$ cat src/rtl/cmp_stream.sv
// rtl/cmp_stream.sv - one-deep registered magnitude comparator stream with optional result statistics (CMP_STATS_EN)
module cmp_stream #(
    parameter int WIDTH = 8,
    parameter int CNT_W = 16
) (
    input  logic             clk,
    input  logic             rst_n,
    input  logic             in_valid,
    output logic             in_ready,
    input  logic [WIDTH-1:0] in_a,
    input  logic [WIDTH-1:0] in_b,
    input  logic             signed_mode,
    output logic             out_valid,
    input  logic             out_ready,
    output logic             equal,
    output logic             less,
    output logic             great
`ifdef CMP_STATS_EN
    ,
    input  logic             clr_stats,
    output logic [CNT_W-1:0] eq_cnt,
    output logic [CNT_W-1:0] lt_cnt,
    output logic [CNT_W-1:0] gt_cnt
`endif
);

    typedef enum logic {EMPTY, FULL} state_t;

    state_t state_q, state_d;

    logic             accept;
    logic             consume;
    logic [WIDTH-1:0] a_key, b_key;
    logic             cmp_eq, cmp_lt, cmp_gt;

    assign out_valid = (state_q == FULL);
    assign in_ready  = !out_valid || out_ready;
    assign accept    = in_valid && in_ready;
    assign consume   = out_valid && out_ready;

    // Flipping the sign bit maps two's-complement order onto unsigned order.
    assign a_key  = {in_a[WIDTH-1] ^ signed_mode, in_a[WIDTH-2:0]};
    assign b_key  = {in_b[WIDTH-1] ^ signed_mode, in_b[WIDTH-2:0]};
    assign cmp_eq = (a_key == b_key);
    assign cmp_lt = (a_key <  b_key);
    assign cmp_gt = (a_key >  b_key);

    always_ff @(posedge clk) begin
        if (!rst_n) begin
            state_q <= EMPTY;
        end else begin
            state_q <= state_d;
        end
    end

    always_comb begin
        state_d = state_q;
        case (state_q)
            EMPTY:   if (accept) state_d = FULL;
            FULL:    if (consume && !accept) state_d = EMPTY;
            default: state_d = EMPTY;
        endcase
    end

    // Flags are cleared whenever the slot empties so they read 0 with out_valid=0.
    always_ff @(posedge clk) begin
        if (!rst_n) begin
            equal <= 1'b0;
            less  <= 1'b0;
            great <= 1'b0;
        end else if (accept) begin
            equal <= cmp_eq;
            less  <= cmp_lt;
            great <= cmp_gt;
        end else if (consume) begin
            equal <= 1'b0;
            less  <= 1'b0;
            great <= 1'b0;
        end
    end

`ifdef CMP_STATS_EN
    localparam logic [CNT_W-1:0] CNT_MAX = '1;

    // Counting happens at acceptance; clear wins over a same-edge increment.
    always_ff @(posedge clk) begin
        if (!rst_n || clr_stats) begin
            eq_cnt <= '0;
            lt_cnt <= '0;
            gt_cnt <= '0;
        end else if (accept) begin
            if (cmp_eq && eq_cnt != CNT_MAX) eq_cnt <= eq_cnt + CNT_W'(1);
            if (cmp_lt && lt_cnt != CNT_MAX) lt_cnt <= lt_cnt + CNT_W'(1);
            if (cmp_gt && gt_cnt != CNT_MAX) gt_cnt <= gt_cnt + CNT_W'(1);
        end
    end
`endif

endmodule

$ cat config.mk
export PLATFORM = sky130hd
export DESIGN_NAME = cmp_stream
export DESIGN_NICKNAME = d
export VERILOG_FILES = /design/src/rtl/cmp_stream.sv
export SDC_FILE = /design/constraint.sdc
export NUM_CORES = 1
export LEC_CHECK = 0
export CAP_MARGIN = 20
export CORE_AREA = 2 2 40 42
export CTS_BUF_LIST = sky130_fd_sc_hd__clkbuf_16
export DETAILED_ROUTE_END_ITERATION = 8
export DIE_AREA = 0 0 42 44
export PLACE_DENSITY = 0.74
export SYNTH_ARGS = -nofsm -noshare
export SYNTH_HDL_FRONTEND = slang
export SYNTH_SLANG_ARGS = --single-unit
export TNS_END_PERCENT = 100
$ cat constraint.sdc
create_clock -name clk -period 1.25 [get_ports clk]
set_clock_uncertainty 0.15 [all_clocks]
set_input_delay 0.1875 -clock clk [delete_from_list [all_inputs] [get_ports clk]]
set_output_delay 0.1875 -clock clk [all_outputs]
set_load 0.01 [all_outputs]
=== Yosys cells after proc, flatten, opt, wreduce, memory -nomap -nowiden ===
Cells that the tools add are included.

* Order comparisons: 2
* Equality and inequality tests: 1
* Mux-type cells: 7
* Bitwise operators: 3
* Reductions and logical operators: 7

{| class="wikitable"
|+ Operators with widths
! operator !! number
|-
| 8-bit equality test || 1
|-
| 8-bit > comparator || 1
|-
| 8-bit less-than comparator || 1
|-
| 1-bit 2-to-1 mux || 6
|-
| 1-bit logical AND || 3
|-
| 1-bit zero test || 2
|-
| 1-bit one-hot mux with 2 select lines || 1
|-
| 2-bit nonzero test || 1
|-
| 1-bit XOR || 2
|-
| 1-bit logical OR || 1
|-
| 1-bit inverter || 1
|}

* Flip-flop bits (word level): 4
* Input port bits: 21
* Output and inout bits: 5
* Logic and storage cells: 24

=== Depth between registers and ports, before layout ===
* Depth in word-level cells: 7
* Gate-level depth with buffers: 6

=== Least setup slack after synthesis ===
Ideal clock, no wire load.

* Kind: input port to flip-flop
* From: input port signed_mode
* To: register less
* Data arrival time: 1.129 ns
* Data required time: 0.983 ns
* Setup slack: -0.147 ns
* Cell stages on the path: 6
* Buffers on the path: 0
* Cell sequence: xor2_1 > ha_1 > o21ai_0 > nor2_1 > nor4b_4 > a32o_1

* Longest elaborated chain between the ends: 3
* Elaborated cells on any way between the ends: 4

{| class="wikitable"
|+ Ends and longest elaborated chain
! what !! line !! RTL
|-
| start, declared || 12 || <nowiki>input logic signed_mode,</nowiki>
|-
| 1-bit XOR (on tied branches) || 42, 43 ||
|-
| 8-bit less-than comparator (*) || 45 || <nowiki>assign cmp_lt = (a_key < b_key);</nowiki>
|-
| 1-bit 2-to-1 mux (*) || 71 || <nowiki>end else if (accept) begin</nowiki>
|-
| end signal, assigned || 73 || <nowiki>less <= cmp_lt;</nowiki>
|-
| end, declared || 16 || <nowiki>output logic less,</nowiki>
|}

Mark *: on every way between the ends. The rest lies on a longest branch, timed or not.
A chain may end at the register's enable or synchronous reset.

=== Final worst setup path ===
* From: input port in_a[7]
* To: register less

* Longest elaborated chain between the ends: 3

{| class="wikitable"
|+ Ends and longest elaborated chain
! what !! line !! RTL
|-
| start, declared || 10 || <nowiki>input logic [WIDTH-1:0] in_a,</nowiki>
|-
| 1-bit XOR || 42 || <nowiki>assign a_key = {in_a[WIDTH-1] ^ signed_mode, in_a[WIDTH-2:0]};</nowiki>
|-
| 8-bit less-than comparator || 45 ||
|-
| 1-bit 2-to-1 mux || 71 ||
|}

Every way passes these cells.

==> impl_metrics.ini <==
[status]
outcome = complete, but fails checks
violations = negative setup slack

[critical_path]
crit_required_ns = 1.20
rr_worst_depth = 5
crit_buf_inv = 1
crit_fanout = 2
critPathArrivalTime_ns = 1.25
crit_chain = buf_6 -> xor2_1 -> ha_1 -> nand4_1 -> a21o_1 -> a32o_1
worst_path_max_delay_cell = ha_1
cp.depth = 6
crit_path_end_kind = flop
path_class = in -> reg
critPathMaxStageDelay_ns = 0.30
cpLargestDelayFamily = compound AO/OA/AOI/OAI gates
worst_setup_path_start_kind = input pin

[yosys]
synth_cell_types = 23
synth-seq-area-share = 0.198
synth_warnings = 0
synthCells = 44
ys_ff_latch = 4
synth_largest_area_cell = ha_1
syn_area_um2 = 405
synth_fp_nets = 73
synth.top_cell.area_share = 0.247
syn_avg_cell_area_um2 = 9.21
ys_top_cells_by_area = ha_1 (25%), dfxtp_1 (20%), inv_1 (8.3%), nor4b_4 (5.9%), a221oi_2 (3.7%)

[sta]
setup-violations-final = 3
maxSlewViolCount = 0
worst_slew_pin_slew_ns = 0.198
max_freq_ghz = 0.773
rsz0062_at_grt = true
min_period_ns = 1.29
hold_ws_ns = 0.281
finalWorstSetupSlack_ns = -0.0443
fin_crit_sh = 1.04
slew_headroom = 0.868
hold_violations = 0

[layout]
drive_gt1_frac = 0.500
finish.utilization = 0.611
final_nets = 109
area_growth_pct = 114
final_common_cell = dlygate4sd2_1
final_cell_mix = dlygate4sd2_1 (11), inv_2 (5), ha_4 (5), clkdlybuf4s15_1 (5), buf_4 (5)
insertedDiodeCount = 0
fin_area_um2 = 867

[clock_tree]
cts_root_buffer = clkbuf_16
ctsLongestPathBuffers = 2
numCtsBuffers = 3
clock-sinks = 4
clk_pin_slew_ns = 0.03
hold_buffers = 0
tritoncts = built
insertion_delay_ns = 0.22
htree_levels = 1

[power]
powerDensity_mw_per_mm2 = 1010
irDropWorstVdd_uv = 1330
p_leak_nw = 0.391

[grt]
grt_overflow = 0
grt_pass1_vias = 462
antenna_found_initial = 0
grt_pass1_wl_mm = 1.73
grt_max_degree = 5
track_usage = 0.120

[floorplan]
die_x_um = 42
num_rows = 14
core-area_mm2 = 0.00142
die_area_mm2 = 0.00185
ios = 26
die_h_um = 44
start_util = 0.286

[place]
postPlaceCellArea_um2 = 724
io_buffer_count = 25
dp_hpwl_um = 797
place.gp.congestion = 0.701
place_ws_ns = -0.662

[hold_path]
holdCritPathClass = in -> reg
min_delay_path_depth = 3

[route]
avgRoutedWirePerCell_um = 10.4
drt-pass1-iter-count = 2
wirelength_um = 974
drc_errors = 0
viasPerCell = 4.65
ant_nets = 0
drt_iter0_drc = 1
vias = 437

[flow_run]
drv_cap = 0
==> registers in the layout (all words and copies together), names as in the netlist <==
register	count
great	1
out_valid	1
equal	1
less	1
==> final timing paths <==
kind | slack, ns | start | end
setup / recovery | -0.04 | in_a[7] | less
hold / removal | 0.28 | out_ready | equal
setup reg to reg | -0.04 | out_valid | less
hold reg to reg | 0.35 | less | less
==> synth_stat cells <==
cell,count
a21o_1,1
nand2_1,1
o211ai_1,1
o21ai_1,2
a211oi_2,1
xor2_1,1
nand3_1,1
nand2b_4,1
a32o_1,1
a211oi_1,1
inv_1,9
nand4_1,2
a221oi_2,1
o21ai_0,1
nor2_1,1
a21oi_1,2
xnor2_1,1
and2_4,1
o2111a_1,1
nor4b_4,1
ha_1,8
dfxtp_1,4
nor2b_1,1
==> power by group <==
group,internal (mW),switching (mW)
Combinational,0.142,0.103
Sequential,0.138,0.00644
Clock,0.408,0.0796
Total,0.689,0.189
==> area by class of cell <==
type	count	area [µm²]
Inverter	9	33.8
Clock buffer	3	75.1
Tap cell	16	20.0
Timing Repair Buffer	31	269
Sequential cell	4	83.8
Fill cell	123	552
Multi-Input combinational cell	31	385
==> repair_timing <==
item | CTS | global route
gates resized for setup | 58 | 6
gates cloned | 0 | 0
buffers inserted | 1 | 0
endpoints found under the setup margin | 8 | 3
pin swaps | 16 | 7
==> through the flow <==
stage	total power, mW	std cells	TNS (ns)
2_1_floorplan	0.257	44	-0.208
3_3_place_gp	0.372	90	-2.37
3_5_place_dp	0.376	90	-2.46
4_1_cts	0.877	94	-0.154
5_1_grt	0.921	94	-0.311
6_report	0.878	94	-0.107
==> worst register-to-register path, cell delays in order (launching register included) <==
cell,delay [ns]
dfxtp_4,0.36
nand2b_4,0.07
buf_6,0.11
and2_4,0.16
nor4b_4,0.12
a32o_1,0.20
==> per-layer routing <==
| layer | GRT usage | share of wire |
|---|---|---|
| met5 | 0 | 0 |
| met1 | 0.115 | 0.38 |
| met2 | 0.256 | 0.56 |
| met4 | 0 | 0 |
| met3 | 0.0417 | 0.056 |
==> cell families (layout without fill, tap and decap cells) <==
logic type / Yosys count / count (layout) / synth area share
xor gates and xnor gates: 2 / 2 / 0.0432
and+or+nand+nor: 9 / 9 / 0.191
buffers and inverters: 9 / 43 / 0.0833
adders and majority gates: 8 / 8 / 0.247
DFF: 4 / 4 / 0.198
AOI/OAI and AO/OA: 12 / 12 / 0.238
Note: power is estimated with default switching activity, not from simulation.
